## src/rtl/quad_decoder_if.sv

```systemverilog
// Pin and result bundle for the quadrature decoder. The decoder uses the slave
// modport; whatever drives the encoder pins and reads the results uses master.
interface quad_decoder_if;
  logic        a_in;
  logic        b_in;
  logic        clr;
  logic [15:0] pos;
  logic        dir;
  logic        spin;
  logic [15:0] speed;
  logic        speed_vld;
  logic        rev_int;
  logic        err;

  modport master (
    output a_in, b_in, clr,
    input  pos, dir, spin, speed, speed_vld, rev_int, err
  );

  modport slave (
    input  a_in, b_in, clr,
    output pos, dir, spin, speed, speed_vld, rev_int, err
  );
endinterface

```

## src/rtl/quad_decoder.sv

```systemverilog
// Quadrature encoder front end: pin sync, glitch filter, 4x decode into
// position, direction, revolution index, per-window speed and a revolution IRQ.
module quad_decoder #(
  parameter int unsigned FILT = 4,
  parameter int unsigned CPR  = 96,
  parameter int unsigned WIN  = 50000
) (
  input  logic          clk,
  input  logic          rst_n,
  quad_decoder_if.slave bus
);

  localparam int unsigned FW = $clog2(FILT + 1);
  localparam int unsigned IW = $clog2(FILT + 3);
  localparam int unsigned RW = $clog2(CPR);
  localparam int unsigned WW = $clog2(WIN);

  typedef enum logic {INIT, RUN} state_t;

  state_t          state_q, state_d;
  logic [1:0]      a_sync_q, b_sync_q;
  logic [1:0]      raw;
  logic [1:0]      filt_q, filt_d;
  logic [FW-1:0]   fcnt_q [2];
  logic [FW-1:0]   fcnt_d [2];
  logic [IW-1:0]   init_q, init_d;
  logic [1:0]      prev_q, prev_d;
  logic [15:0]     pos_q, pos_d;
  logic            dir_q, dir_d;
  logic [RW-1:0]   rev_q, rev_d;
  logic            rev_int_q, rev_int_d;
  logic            err_q, err_d;
  logic [WW-1:0]   win_q, win_d;
  logic [15:0]     ecnt_q, ecnt_d;
  logic [15:0]     ecnt_inc;
  logic [15:0]     speed_q, speed_d;
  logic            spin_q, spin_d;
  logic            speed_vld_q, speed_vld_d;
  logic            fwd, bwd;
  logic [1:0]      step;

  // Gray code 00,01,11,10 mapped onto 0..3 so a step is a modular difference.
  function automatic logic [1:0] g2i(input logic [1:0] g);
    return {g[1], g[1] ^ g[0]};
  endfunction

  assign raw  = {a_sync_q[1], b_sync_q[1]};
  assign step = g2i(filt_q) - g2i(prev_q);

  always_comb begin
    for (int unsigned i = 0; i < 2; i++) begin
      filt_d[i] = filt_q[i];
      fcnt_d[i] = '0;
      if (raw[i] != filt_q[i]) begin
        if (fcnt_q[i] == FW'(FILT - 1)) filt_d[i] = raw[i];
        else                            fcnt_d[i] = fcnt_q[i] + FW'(1);
      end
    end
  end

  always_ff @(posedge clk or negedge rst_n) begin
    if (!rst_n) begin
      a_sync_q <= '0;
      b_sync_q <= '0;
      filt_q   <= '0;
      for (int unsigned i = 0; i < 2; i++) fcnt_q[i] <= '0;
    end else begin
      a_sync_q <= {a_sync_q[0], bus.a_in};
      b_sync_q <= {b_sync_q[0], bus.b_in};
      filt_q   <= filt_d;
      for (int unsigned i = 0; i < 2; i++) fcnt_q[i] <= fcnt_d[i];
    end
  end

  always_ff @(posedge clk or negedge rst_n) begin
    if (!rst_n) state_q <= INIT;
    else        state_q <= state_d;
  end

  always_comb begin
    state_d     = state_q;
    init_d      = init_q;
    prev_d      = prev_q;
    pos_d       = pos_q;
    dir_d       = dir_q;
    rev_d       = rev_q;
    rev_int_d   = 1'b0;
    err_d       = err_q;
    win_d       = win_q;
    ecnt_d      = ecnt_q;
    speed_d     = speed_q;
    spin_d      = spin_q;
    speed_vld_d = 1'b0;
    fwd         = 1'b0;
    bwd         = 1'b0;

    unique case (state_q)
      // Hold off until the filters have settled on the pin levels present at
      // reset release, then adopt that state as the reference without counting.
      INIT: begin
        if (init_q == IW'(FILT + 2)) begin
          prev_d  = filt_q;
          state_d = RUN;
        end else begin
          init_d = init_q + IW'(1);
        end
      end
      RUN: begin
        prev_d = filt_q;
        case (step)
          2'd1:    fwd   = 1'b1;
          2'd3:    bwd   = 1'b1;
          2'd2:    err_d = 1'b1;
          default: ;
        endcase
      end
      default: state_d = INIT;
    endcase

    if (fwd) begin
      pos_d = pos_q + 16'd1;
      dir_d = 1'b1;
      if (rev_q == RW'(CPR - 1)) begin
        rev_d     = '0;
        rev_int_d = 1'b1;
      end else begin
        rev_d = rev_q + RW'(1);
      end
    end
    if (bwd) begin
      pos_d = pos_q - 16'd1;
      dir_d = 1'b0;
      if (rev_q == '0) begin
        rev_d     = RW'(CPR - 1);
        rev_int_d = 1'b1;
      end else begin
        rev_d = rev_q - RW'(1);
      end
    end

    // clr overrides position bookkeeping only; direction and speed still see the edge.
    if (bus.clr) begin
      pos_d     = '0;
      rev_d     = '0;
      err_d     = 1'b0;
      rev_int_d = 1'b0;
    end

    ecnt_inc = ((fwd || bwd) && ecnt_q != '1) ? ecnt_q + 16'd1 : ecnt_q;
    if (win_q == WW'(WIN - 1)) begin
      win_d       = '0;
      speed_d     = ecnt_inc;
      spin_d      = (ecnt_inc != '0);
      speed_vld_d = 1'b1;
      ecnt_d      = '0;
    end else begin
      win_d  = win_q + WW'(1);
      ecnt_d = ecnt_inc;
    end
  end

  always_ff @(posedge clk or negedge rst_n) begin
    if (!rst_n) begin
      init_q      <= '0;
      prev_q      <= '0;
      pos_q       <= '0;
      dir_q       <= 1'b0;
      rev_q       <= '0;
      rev_int_q   <= 1'b0;
      err_q       <= 1'b0;
      win_q       <= '0;
      ecnt_q      <= '0;
      speed_q     <= '0;
      spin_q      <= 1'b0;
      speed_vld_q <= 1'b0;
    end else begin
      init_q      <= init_d;
      prev_q      <= prev_d;
      pos_q       <= pos_d;
      dir_q       <= dir_d;
      rev_q       <= rev_d;
      rev_int_q   <= rev_int_d;
      err_q       <= err_d;
      win_q       <= win_d;
      ecnt_q      <= ecnt_d;
      speed_q     <= speed_d;
      spin_q      <= spin_d;
      speed_vld_q <= speed_vld_d;
    end
  end

  assign bus.pos       = pos_q;
  assign bus.dir       = dir_q;
  assign bus.spin      = spin_q;
  assign bus.speed     = speed_q;
  assign bus.speed_vld = speed_vld_q;
  assign bus.rev_int   = rev_int_q;
  assign bus.err       = err_q;

endmodule

```

## src/flat_wrapper.sv

```systemverilog
// flat-port wrapper written by rule: the top's interface ports become plain ports
module quad_decoder_flat 
#(
  parameter int unsigned FILT = 4,
  parameter int unsigned CPR  = 96,
  parameter int unsigned WIN  = 50000
)
  (clk, rst_n, bus_a_in, bus_b_in, bus_clr, bus_pos, bus_dir, bus_spin, bus_speed, bus_speed_vld, bus_rev_int, bus_err);
  quad_decoder_if bus_i ();
  input  logic clk;
  input  logic rst_n;
  input wire logic [$bits(bus_i.a_in)-1:0] bus_a_in;
  input wire logic [$bits(bus_i.b_in)-1:0] bus_b_in;
  input wire logic [$bits(bus_i.clr)-1:0] bus_clr;
  output wire logic [$bits(bus_i.pos)-1:0] bus_pos;
  output wire logic [$bits(bus_i.dir)-1:0] bus_dir;
  output wire logic [$bits(bus_i.spin)-1:0] bus_spin;
  output wire logic [$bits(bus_i.speed)-1:0] bus_speed;
  output wire logic [$bits(bus_i.speed_vld)-1:0] bus_speed_vld;
  output wire logic [$bits(bus_i.rev_int)-1:0] bus_rev_int;
  output wire logic [$bits(bus_i.err)-1:0] bus_err;
  assign bus_i.a_in = bus_a_in;
  assign bus_i.b_in = bus_b_in;
  assign bus_i.clr = bus_clr;
  assign bus_pos = bus_i.pos;
  assign bus_dir = bus_i.dir;
  assign bus_spin = bus_i.spin;
  assign bus_speed = bus_i.speed;
  assign bus_speed_vld = bus_i.speed_vld;
  assign bus_rev_int = bus_i.rev_int;
  assign bus_err = bus_i.err;
  quad_decoder #(.FILT(FILT), .CPR(CPR), .WIN(WIN)) u_core (.clk(clk), .rst_n(rst_n), .bus(bus_i));
endmodule
```

## config.mk

```make
export PLATFORM = sky130hd
export DESIGN_NAME = quad_decoder_flat
export DESIGN_NICKNAME = d
export VERILOG_FILES = /design/src/rtl/quad_decoder_if.sv /design/src/rtl/quad_decoder.sv /design/src/flat_wrapper.sv
export SDC_FILE = /design/constraint.sdc
export NUM_CORES = 1
export LEC_CHECK = 0
export ABC_AREA = 1
export CAP_MARGIN = 5
export CORE_ASPECT_RATIO = 1.2
export CORE_UTILIZATION = 59
export DETAILED_ROUTE_END_ITERATION = 10
export GPL_ROUTABILITY_DRIVEN = 0
export GPL_TIMING_DRIVEN = 0
export PLACE_DENSITY = 0.9
export SETUP_SLACK_MARGIN = 0.1
export SYNTH_ARGS = -nofsm -noshare
export SYNTH_HDL_FRONTEND = slang
export SYNTH_SLANG_ARGS = --single-unit
```

## constraint.sdc

```tcl
create_clock -name clk -period 2.9 [get_ports clk]
set_input_delay 0.58 -clock clk [delete_from_list [all_inputs] [get_ports clk]]
set_output_delay 0.58 -clock clk [all_outputs]
set_load 0.01 [all_outputs]
```

Yosys cells after proc, flatten, opt, wreduce, memory -nomap -nowiden
Index checks and enable logic that the tools add are counted.
{ "classes": {"reduce_logical": 12, "multipliers": 0, "magnitude_cmp": 0, "muxes": 34, "addsub": 10, "shift": 0, "eq_ne": 12, "div_mod_pow": 0, "n_bitwise": 4} }
{ "ops": {"columns": ["op", "count"], "rows": [
  ["$mux 16", 6],
  ["$add 16x1->16 const B", 3],
  ["$mux 7", 5],
  ["$mux 1", 17],
  ["$eq 16x16->1 const B", 1],
  ["$ne 16x16->1 const B", 1],
  ["$reduce_bool 16->1", 1],
  ["$sub 16x1->16 const B", 1],
  ["$mux 3", 4],
  ["$add 3x1->3 const B", 3],
  ["$reduce_and 2->1", 4],
  ["$add 7x1->7 const B", 1],
  ["$eq 7x7->1 const B", 1],
  ["$logic_not 7->1", 1],
  ["$sub 7x1->7 const B", 1],
  ["$eq 3x2->1 const B", 2],
  ["$reduce_bool 2->1", 3],
  ["$eq 2x2->1 const B", 2],
  ["$pmux 2 s2", 1],
  ["$eq 3x3->1 const B", 1],
  ["$reduce_bool 3->1", 1],
  ["$eq 2x1->1 const B", 1],
  ["$mux 2", 1],
  ["$ne 1x1->1", 2],
  ["other kinds (6)", 8]
]} }
{ "word_totals": {"output_inout_bits": 37, "latchBits": 0, "romBits": 0, "mem_bits_rw": 0, "elab_cells": 91, "n_memories": 0, "regBits": 94} }

Longest topological paths before layout
Gate-level depths: netlist of run 1.
{ "logic_depth": {"word_depth": 9, "ltp_mapped": 17, "depth_no_buf": 17} }

Least setup slack after synthesis of run 1
OpenSTA, ideal clock, no wires.
{ "synth_path": {"path_type": "register -> register", "start": "register u_core.filt_q[1]", "end": "register u_core.pos_q[12], in the netlist u_core.bus.pos[12]", "setup_time_ps": 123, "t_required_ps": 2777, "synth_period_minus_slack_ps": 2603, "path_slack_ps": 297, "t_arrival_ps": 2480, "stages_incl_launch_ff": 17, "path_cell_list": "dfrtp_1 -> xnor2_1 -> ha_1 -> inv_1 -> nand2_4 -> inv_2 -> nand2_2 -> fa_1 -> nand3b_1 -> nand2_1 -> nand3_1 -> nand3_1 -> nand2_1 -> o21ai_0 -> a21oi_1 -> o21ai_0 -> nand2_1"} }
{ "synth_via": {"elab_chain_cells": 7, "elab_cells_between_ends": 11} }
{ "synth_lines": {"columns": ["element", "line", "text"], "rows": [
  ["start: declaration", "quad_decoder.sv:23", "logic [1:0] filt_q, filt_d;"],
  ["start signal: assignment", "quad_decoder.sv:70", "filt_q <= filt_d;"],
  ["$xor 1x1->1", "quad_decoder.sv:44", "return {g[1], g[1] ^ g[0]};"],
  ["$sub 2x2->2 *", "quad_decoder.sv:48", "assign step = g2i(filt_q) - g2i(prev_q);"],
  ["$eq 2x2->1", "quad_decoder.sv:110", "case (step)"],
  ["$mux 1", "quad_decoder.sv:110", null],
  ["$mux 1", "quad_decoder.sv:97", "unique case (state_q)"],
  ["$mux 16", "quad_decoder.sv:130", "if (bwd) begin"],
  ["$mux 16", "quad_decoder.sv:142", "if (bus.clr) begin"],
  ["end signal: assignment", "quad_decoder.sv:179", "pos_q <= pos_d;"],
  ["end: declaration", "quad_decoder.sv:28", "logic [15:0] pos_q, pos_d;"]
]} }
Every way passes the cells marked *; elsewhere a longest branch is shown, timed or not.
A chain may end at the register's enable or synchronous reset.

Worst setup path in the final report of run 1
{ "layout_path": {"start": "register u_core.filt_q[1]", "end": "register u_core.pos_q[9], in the netlist u_core.bus.pos[9]"} }
Same word-level chain as after synthesis.

==> flow_summary.json, run 1 <==
{
  "slew_violations": 0,
  "total_power_mw": 7.83,
  "place_hpwl_mm": 8.20,
  "final_net_count": 781,
  "cts_tree": "yes",
  "finalCritPeriodShare_pct": 95.3,
  "tightest_slew_ns": 0.596,
  "max_clock_freq_mhz": 362,
  "die_h_um": 105,
  "clk_latency_ns": 0.37,
  "multi_input_area_um2": 2720,
  "end_kind": "flip-flop",
  "track_usage_pct": 26.5,
  "path_class": "flip-flop to flip-flop",
  "vias": 4836,
  "whs_ns": 0.107,
  "post_drt_wl_per_cell_um": 14.2,
  "avgViaCountPerCell": 5.53,
  "required_ns": 3.17,
  "synth_nets": 711,
  "leakage_nw": 3.05,
  "clock-sinks": 94,
  "hold_viol": 0,
  "ys_ff_latch": 94,
  "power.density_nw_per_um2": 1230,
  "startpoint_type": "flip-flop",
  "design.die.area_um2": 9310,
  "port_buffers": 41,
  "layout_min_cycle_time_ns": 2.76,
  "crit_fanout": 5,
  "syn_avg_cell_area_um2": 7.72,
  "fill_cells": 594,
  "start_util_pct": 61.1,
  "critPathArrivalTime_ns": 3.03,
  "synthCells": 682,
  "ys_types": 38,
  "final_cells": 874,
  "antenna_left": 0,
  "fin_skew_ns": 0.0124,
  "grt-ovfl-total": 0,
  "final_cell_mix": "nand2_1, dfrtp_1, nor2_1, inv_1, clkdlybuf4s50_1",
  "dr.pass1.iters": 7,
  "grt_pass1_vias": 4616,
  "synthFlopType": "dfrtp_1",
  "area_growth_pct": 21.4,
  "clk_pin_slew_ns": 0.09,
  "status": "finished clean",
  "antenna_cells": 0,
  "coreArea_um2": 8610,
  "regArea_um2": 2350,
  "yosys_warnings": 0,
  "cts_made_buffers": 9,
  "drv_cap": 0,
  "grt_max_degree": 71,
  "fin_util_pct": 74.2,
  "max-slew-margin-rel_pct": 60.1,
  "drc_errors": 0,
  "reg2regPathDepth": 16,
  "synth_edf_count": 0,
  "grt_pass1_wl_mm": 19.4,
  "min_path_type": "input port to asynchronous set/reset pin",
  "peakVddDrop_uv": 517,
  "holdBufCountCts": 0,
  "ys_seq_area_share_pct": 44.7,
  "routed_wirelength_mm": 12.4,
  "io_pins": 42,
  "cts_max_path_buffers": 2,
  "layout-drive-gt1-share_pct": 12.4,
  "placementRows": 37,
  "dieWidth_um": 88.2,
  "finalSetupViolCount": 0,
  "netlist_area_um2": 5260,
  "antenna_found_initial": 0,
  "drt-initial-drc-count": 367,
  "mostFrequentLayoutCell": "nand2_1",
  "dpl.cell_count": 841,
  "synthArstFlopShare_pct": 100,
  "htree_levels": 3,
  "cts-root-buf": "clkbuf_8"
}
==> flip-flops by register name, summed over array words and instances, names as in the netlist <==
register	count
u_core.a_sync_q	2
u_core.prev_q	2
u_core.bus.dir	1
u_core.bus.rev_int	1
u_core.ecnt_q	16
u_core.filt_q	2
u_core.bus.pos	16
u_core.b_sync_q	2
u_core.bus.speed	16
u_core.bus.speed_vld	1
u_core.win_q	16
u_core.rev_q	7
u_core.state_q	1
u_core.bus.spin	1
u_core.fcnt_q	6
u_core.bus.err	1
u_core.init_q	3
==> cell families after synthesis <==
group / count (synthesis) / share of synthesized area, %
simple gates: 353 / 28.4
buf+inv: 94 / 6.96
flops: 94 / 44.7
compound gates: 90 / 9.39
fa+ha+maj: 24 / 5.85
xor+xnor: 23 / 3.83
mux: 4 / 0.856
==> synth_stat cells, types with 6 or more instances <==
library cell / n / area, um2
nand2_1: 193 / 724
o21ai_0: 42 / 210
clkbuf_1: 8 / 30.0
nor2_2: 6 / 37.5
xor2_1: 13 / 114
nor2_1: 79 / 297
inv_1: 78 / 293
a21oi_1: 28 / 140
nand4_1: 12 / 75.1
nor3_1: 10 / 50.1
ha_1: 23 / 288
dfrtp_1: 94 / 2350
xnor2_1: 10 / 87.6
nand3_1: 33 / 165
==> metal layers <==
layer | vias to the layer above | wire length [um] | track usage, %
met1 | 2245 | 4810 | 30.8
met5 | - | 0 | 0
met4 | 0 | 380 | 13.1
met3 | 44 | 719 | 4.31
met2 | 213 | 6460 | 46.4
li1 | 2334 | - | -
==> repair_timing <==
item / in CTS / in global routing
cloned: 0 / 1
setup endpoints to repair: 9 / 11
resized for setup: 7 / 42
pin swaps: 2 / 13
setup buffers: 4 / 13
==> where the power goes <==
part           internal [mW]  leakage [nW]  total (mW)  switching [mW]
clock network          0.424        0.0976       0.870           0.446
registers               1.52          1.24        1.71           0.188
logic                   2.19          1.72        5.25            3.06
total                   4.14          3.05        7.83            3.69
==> area by class of cell <==
cell class                 count  share of cell area, %
clock inverter                 3                  0.685
timing repair buffer          60                   9.46
inverter                      82                   4.93
clock buffer                  13                   2.33
tap                          117                   2.29
multi-input combinational    494                   42.6
sequential                    94                   36.9
buffer                        11                  0.862
==> critical path: stages, from the launching register on <==
cell and delay, ns:
dfrtp_2 0.46, xnor2_2 0.18, ha_2 0.30, inv_2 0.07, nand2_4 0.09, nor2_4 0.24, buf_12 0.17, ha_4 0.15
nand3_1 0.08, nand2_1 0.14, nand2_2 0.09, a31oi_2 0.23, nand3_1 0.15, nand2_1 0.14, nand2_1 0.06, nand2_1 0.07
o21ai_1 0.06
==> worst paths after layout <==
| check | from | slack, ns | to |
|---|---|---|---|
| worst max-delay path | u_core.filt_q[1] | 0.14 | u_core.bus.pos[9] |
| worst min-delay path | rst_n | 0.11 | u_core.fcnt_q[2] |
| worst max register to register | u_core.filt_q[1] | 0.14 | u_core.bus.pos[9] |
| worst min register to register | u_core.b_sync_q[0] | 0.36 | u_core.b_sync_q[1] |
| max in group asynchronous | rst_n | 2.14 | u_core.win_q[5] |
| min in group clk | u_core.b_sync_q[0] | 0.36 | u_core.b_sync_q[1] |
==> stage by stage <==
step,TNS (ns),cell area (um2),setup WS [ns]
after floorplan,0,5260,0.297
final,0,6390,0.136
after detailed placement,-0.216,5850,-0.0925
after global routing,-0.00964,6390,-0.00964
after global placement,-193.71,5820,-2.07
after CTS,0,6100,0.100
Note: power is estimated with default switching activity, not from simulation.
==> run 2: changes to the inputs <==
GPL_TIMING_DRIVEN = default   (was 0)
==> flow_summary.json, run 2 (synthesis results as in run 1) <==
{
  "fin_skew_ns": 0.0131,
  "power.share.sequential_pct": 23.9,
  "power.density_nw_per_um2": 1150,
  "startpoint_type": "flip-flop",
  "fin_util_pct": 72.3,
  "cts_tree": "yes",
  "post_drt_wl_per_cell_um": 13.6,
  "leakage_nw": 3.02,
  "swShare_pct": 48.7,
  "min_path_type": "input port to asynchronous set/reset pin",
  "track_usage_pct": 26.1,
  "placed_area_um2": 5840,
  "max_stage_delay_ns": 0.44,
  "routed_wirelength_mm": 11.7,
  "design.die.area_um2": 9310,
  "antenna_left": 0,
  "clock-sinks": 94,
  "rsz0062_at_grt": "true",
  "io_pins": 42,
  "grt_pass1_wl_mm": 19.3,
  "finalSetupViolCount": 0,
  "mostFrequentLayoutCell": "nand2_1",
  "tightest_slew_ns": 0.647,
  "final_cell_mix": "nand2_1, dfrtp_1, nor2_1, inv_1, clkdlybuf4s50_1",
  "max-slew-margin-rel_pct": 56.7,
  "layout_min_cycle_time_ns": 2.76,
  "critPathArrivalTime_ns": 3.02,
  "required_ns": 3.15,
  "holdBufCountCts": 0,
  "grt_max_degree": 50,
  "final_net_count": 768,
  "placementRows": 37,
  "critPathMostFrequentCell": "nand2_1",
  "clk_latency_ns": 0.37,
  "antenna_cells": 0,
  "cp_num_buf_inv": 4,
  "cts-root-buf": "clkbuf_8",
  "peakVddDrop_uv": 510,
  "avgViaCountPerCell": 5.48,
  "hold_viol": 0,
  "net-switching-power_mw": 3.47,
  "crit_fanout": 13,
  "coreArea_um2": 8610,
  "max_clock_freq_mhz": 362,
  "drc_errors": 0,
  "cts_max_path_buffers": 2,
  "slew_violations": 0,
  "layout-drive-gt1-share_pct": 10.6,
  "drv_cap": 0,
  "place_hpwl_mm": 8.29,
  "slowest_stage": "dfrtp_2",
  "clk_pin_slew_ns": 0.09,
  "crit_family": "simple AND/OR/NAND/NOR gates",
  "status": "finished clean",
  "combPwrFrac_pct": 64.1,
  "path_cells": "buf_4 > xnor2_2 > inv_1 > nand2_1 > nand2_4 > nor2_4 > buf_12 > ha_1 > nand2_1 > inv_1 > a21oi_1 > nand2_2 > nand3b_1 > nand2_1 > o21ai_0 > nand2_1",
  "drt-initial-drc-count": 254,
  "antenna_found_initial": 0,
  "die_h_um": 105,
  "start_util_pct": 61.1,
  "htree_levels": 3,
  "fin_area_um2": 6220,
  "internal-power_mw": 3.66,
  "p_clk_share_pct": 12.0,
  "vias": 4715,
  "end_kind": "flip-flop",
  "path_class": "flip-flop to flip-flop",
  "finalCritPeriodShare_pct": 95.3,
  "cts_made_buffers": 9,
  "area_growth_pct": 18.2,
  "grt_pass1_vias": 4559,
  "port_buffers": 41,
  "grt-ovfl-total": 0,
  "dr.pass1.iters": 5,
  "dieWidth_um": 88.2
}
-- run 2: cell types whose count changed in the layout (fill, tap and decap cells not counted), sizes merged --
cell    previous run  this run
clkbuf            21        13
buf               23        18
-- run 2: path summary, 6_finish.rpt --
path | to | startpoint | cells past startpoint | slack, ns
worst max-delay path | u_core.bus.pos[15] | u_core.filt_q[1] | 16 | 0.14
worst min-delay path | u_core.bus.pos[0] | rst_n | 1 | 0.22
worst max register to register | u_core.bus.pos[15] | u_core.filt_q[1] | 16 | 0.14
worst min register to register | u_core.a_sync_q[1] | u_core.a_sync_q[0] | 0 | 0.36
max in group asynchronous | u_core.ecnt_q[7] | rst_n | 2 | 2.02
min in group clk | u_core.a_sync_q[1] | u_core.a_sync_q[0] | 0 | 0.36
-- run 2: worst register-to-register path, cell delays in order, from the launching register on --
cell and delay, ns:
dfrtp_2 0.44, buf_4 0.16, xnor2_2 0.18, inv_1 0.08, nand2_1 0.13, nand2_4 0.11, nor2_4 0.15, buf_12 0.15
ha_1 0.29, nand2_1 0.14, inv_1 0.09, a21oi_1 0.20, nand2_2 0.13, nand3b_1 0.10, nand2_1 0.07, o21ai_0 0.17
nand2_1 0.07
-- run 2: power groups by stage --
stage,clock network (mW),logic (mW),registers (mW)
floorplan,0,2.84,1.71
global placement,0,3.71,1.71
detailed placement,0,3.89,1.72
CTS,0.877,4.06,1.70
global route,0.925,5.00,1.72
finish,0.858,4.57,1.70
-- run 2: what timing repair did --
action,CTS,global route
buffers inserted,2,6
resized for setup,1,32
setup endpoints to repair,7,10
pin swaps,1,6
-- run 2: layout make-up --
cell class                 count  area (um2)
clock inverter                 3        43.8
sequential                    94        2350
tap                          117         146
clock buffer                  13         149
inverter                      82         308
fill                         627        2390
timing repair buffer          58         561
multi-input combinational    494        2660
-- run 2: per-stage QoR --
step / cells / hold WS, ns / setup TNS, ns / power [mW] / setup WS, ns
2_1_floorplan: 682 / 0.284 / 0 / 4.55 / 0.297
6_report: 861 / 0.218 / 0 / 7.13 / 0.135
5_1_grt: 861 / 0.254 / -0.0343 / 7.65 / -0.0337
4_1_cts: 855 / 0.222 / 0 / 6.63 / 0.106
3_5_place_dp: 837 / 0.335 / 0 / 5.61 / 0.0378
3_3_place_gp: 837 / 0.337 / 0 / 5.42 / 0.176
-- run 2: per-layer routing --
layer / share of wire (%) / GRT usage (%) / up-vias
met5: 0 / 0 / -
met1: 41 / 30.5 / 2188
met4: 2.8 / 11.5 / 0
met2: 51 / 46.0 / 176
met3: 5.0 / 4.46 / 37
li1: - / - / 2314
==> run 3: changes to the inputs <==
PLACE_DENSITY = default   (was 0.9)
PLACE_DENSITY_LB_ADDON = 0.12   (was default)
==> flow_summary.json, run 3 (synthesis results as in run 1) <==
{
  "rsz0062_at_grt": "true",
  "total_power_mw": 7.16,
  "tightest_slew_ns": 0.589,
  "port_buffers": 41,
  "coreArea_um2": 8610,
  "required_ns": 3.17,
  "htree_levels": 3,
  "peakVddDrop_uv": 632,
  "antenna_left": 0,
  "path_cells": "buf_4 > xnor2_1 > inv_1 > nand2_1 > nand2_2 > inv_2 > nand2_8 > fa_2 > nand3b_1 > nand2_2 > nand3_2 > nand2_2 > nand4_1 > a21oi_2 > nand2_1 > nand2_1 > o21ai_1",
  "drt-initial-drc-count": 260,
  "drv_cap": 0,
  "power.share.sequential_pct": 23.6,
  "antenna_found_initial": 0,
  "whs_ns": 0.232,
  "leakage_nw": 3.04,
  "path_class": "flip-flop to flip-flop",
  "cts_made_buffers": 9,
  "grt_pass1_vias": 4439,
  "design.die.area_um2": 9310,
  "fin_skew_ns": 0.00996,
  "dieWidth_um": 88.2,
  "place_hpwl_mm": 7.88,
  "track_usage_pct": 26.0,
  "setup_slack_ns": 0.237,
  "min_path_type": "input port to asynchronous set/reset pin",
  "drc_errors": 0,
  "clk_latency_ns": 0.37,
  "placementRows": 37,
  "dp_slack_ns": 0.0764,
  "cts_tree": "yes",
  "final_net_count": 771,
  "internal-power_mw": 3.77,
  "layout_min_cycle_time_ns": 2.66,
  "swShare_pct": 47.4,
  "layout-drive-gt1-share_pct": 9.64,
  "slowest_stage": "dfrtp_2",
  "startpoint_type": "flip-flop",
  "post_drt_wl_per_cell_um": 12.7,
  "vias": 4583,
  "combPwrFrac_pct": 62.6,
  "clk_pin_slew_ns": 0.10,
  "dr.pass1.iters": 7,
  "cts-root-buf": "clkbuf_8",
  "routed_wirelength_mm": 11.0,
  "status": "finished clean",
  "critPathArrivalTime_ns": 2.93,
  "hold_viol": 0,
  "placed_area_um2": 5850,
  "cp_num_buf_inv": 3,
  "slew_violations": 0,
  "p_clk_share_pct": 13.7,
  "final_cell_mix": "nand2_1, dfrtp_1, nor2_1, inv_1",
  "crit_fanout": 5,
  "max_clock_freq_mhz": 376,
  "finalSetupViolCount": 0,
  "max_stage_delay_ns": 0.45,
  "die_h_um": 105,
  "power.density_nw_per_um2": 1150,
  "grt_max_degree": 95,
  "setup_tns_ns": 0,
  "clock-sinks": 94,
  "end_kind": "flip-flop",
  "cts_max_path_buffers": 2,
  "max-slew-margin-rel_pct": 60.6,
  "grt-ovfl-total": 0,
  "start_util_pct": 61.1,
  "io_pins": 42,
  "fin_area_um2": 6220,
  "finalCritPeriodShare_pct": 91.8,
  "holdBufCountCts": 0,
  "crit_family": "simple AND/OR/NAND/NOR gates",
  "avgViaCountPerCell": 5.30,
  "net-switching-power_mw": 3.39,
  "area_growth_pct": 18.2,
  "grt_pass1_wl_mm": 19.2,
  "mostFrequentLayoutCell": "nand2_1",
  "antenna_cells": 0
}
-- run 3: timing repair --
| item | 4_1_cts | 5_1_grt |
|---|---|---|
| gates resized for setup | 1 | 17 |
| pin swaps | 1 | 6 |
| endpoints found under the setup margin | 5 | 10 |
| setup buffers | 3 | 7 |
-- run 3: power by group through the flow --
stage | registers (mW) | clock network, mW | logic (mW)
floorplan | 1.71 | 0 | 2.84
global placement | 1.71 | 0 | 3.80
detailed placement | 1.72 | 0 | 3.92
CTS | 1.69 | 1.01 | 4.12
global route | 1.72 | 1.05 | 5.03
finish | 1.69 | 0.983 | 4.48
-- run 3: final timing paths --
| kind | startpoint | end | slack, ns | depth (start not counted) |
|---|---|---|---|---|
| max | u_core.filt_q[1] | u_core.bus.pos[14] | 0.24 | 17 |
| min | rst_n | u_core.fcnt_q[3] | 0.23 | 2 |
| max reg2reg | u_core.filt_q[1] | u_core.bus.pos[14] | 0.24 | 17 |
| min reg2reg | u_core.a_sync_q[0] | u_core.a_sync_q[1] | 0.36 | 0 |
| max in group asynchronous | rst_n | u_core.bus.pos[9] | 2.28 | 2 |
| min in group clk | u_core.a_sync_q[0] | u_core.a_sync_q[1] | 0.36 | 0 |
-- run 3: final cells by class --
type                       instances  area (um2)
clock buffer                       9         124
clock inverter                     7         103
fill                             697        2390
inverter                          82         310
multi-input combinational        494        2600
sequential                        94        2350
tap                              117         146
timing repair buffer              61         583
-- run 3: per-stage QoR --
step / utilization, % / instances
finish: 72.2 / 864
CTS: 71.0 / 857
global placement: 67.9 / 838
global route: 72.2 / 864
detailed placement: 67.9 / 838
floorplan: - / 682
-- run 3: per-layer routing --
metal  GRT usage, %  share of wire [%]  wire length [um]
met5              0                  0                 0
met4           9.68                1.7               192
met3           4.31                4.4               485
met2           43.5                 50              5480
met1           33.5                 44              4830
-- run 3: worst reg2reg max path: stages, from the launching register on --
cell,delay [ns]
dfrtp_2,0.45
buf_4,0.14
xnor2_1,0.20
inv_1,0.06
nand2_1,0.07
nand2_2,0.09
inv_2,0.12
nand2_8,0.07
fa_2,0.39
nand3b_1,0.20
nand2_2,0.09
nand3_2,0.08
nand2_2,0.09
nand4_1,0.13
a21oi_2,0.20
nand2_1,0.06
nand2_1,0.06
o21ai_1,0.05
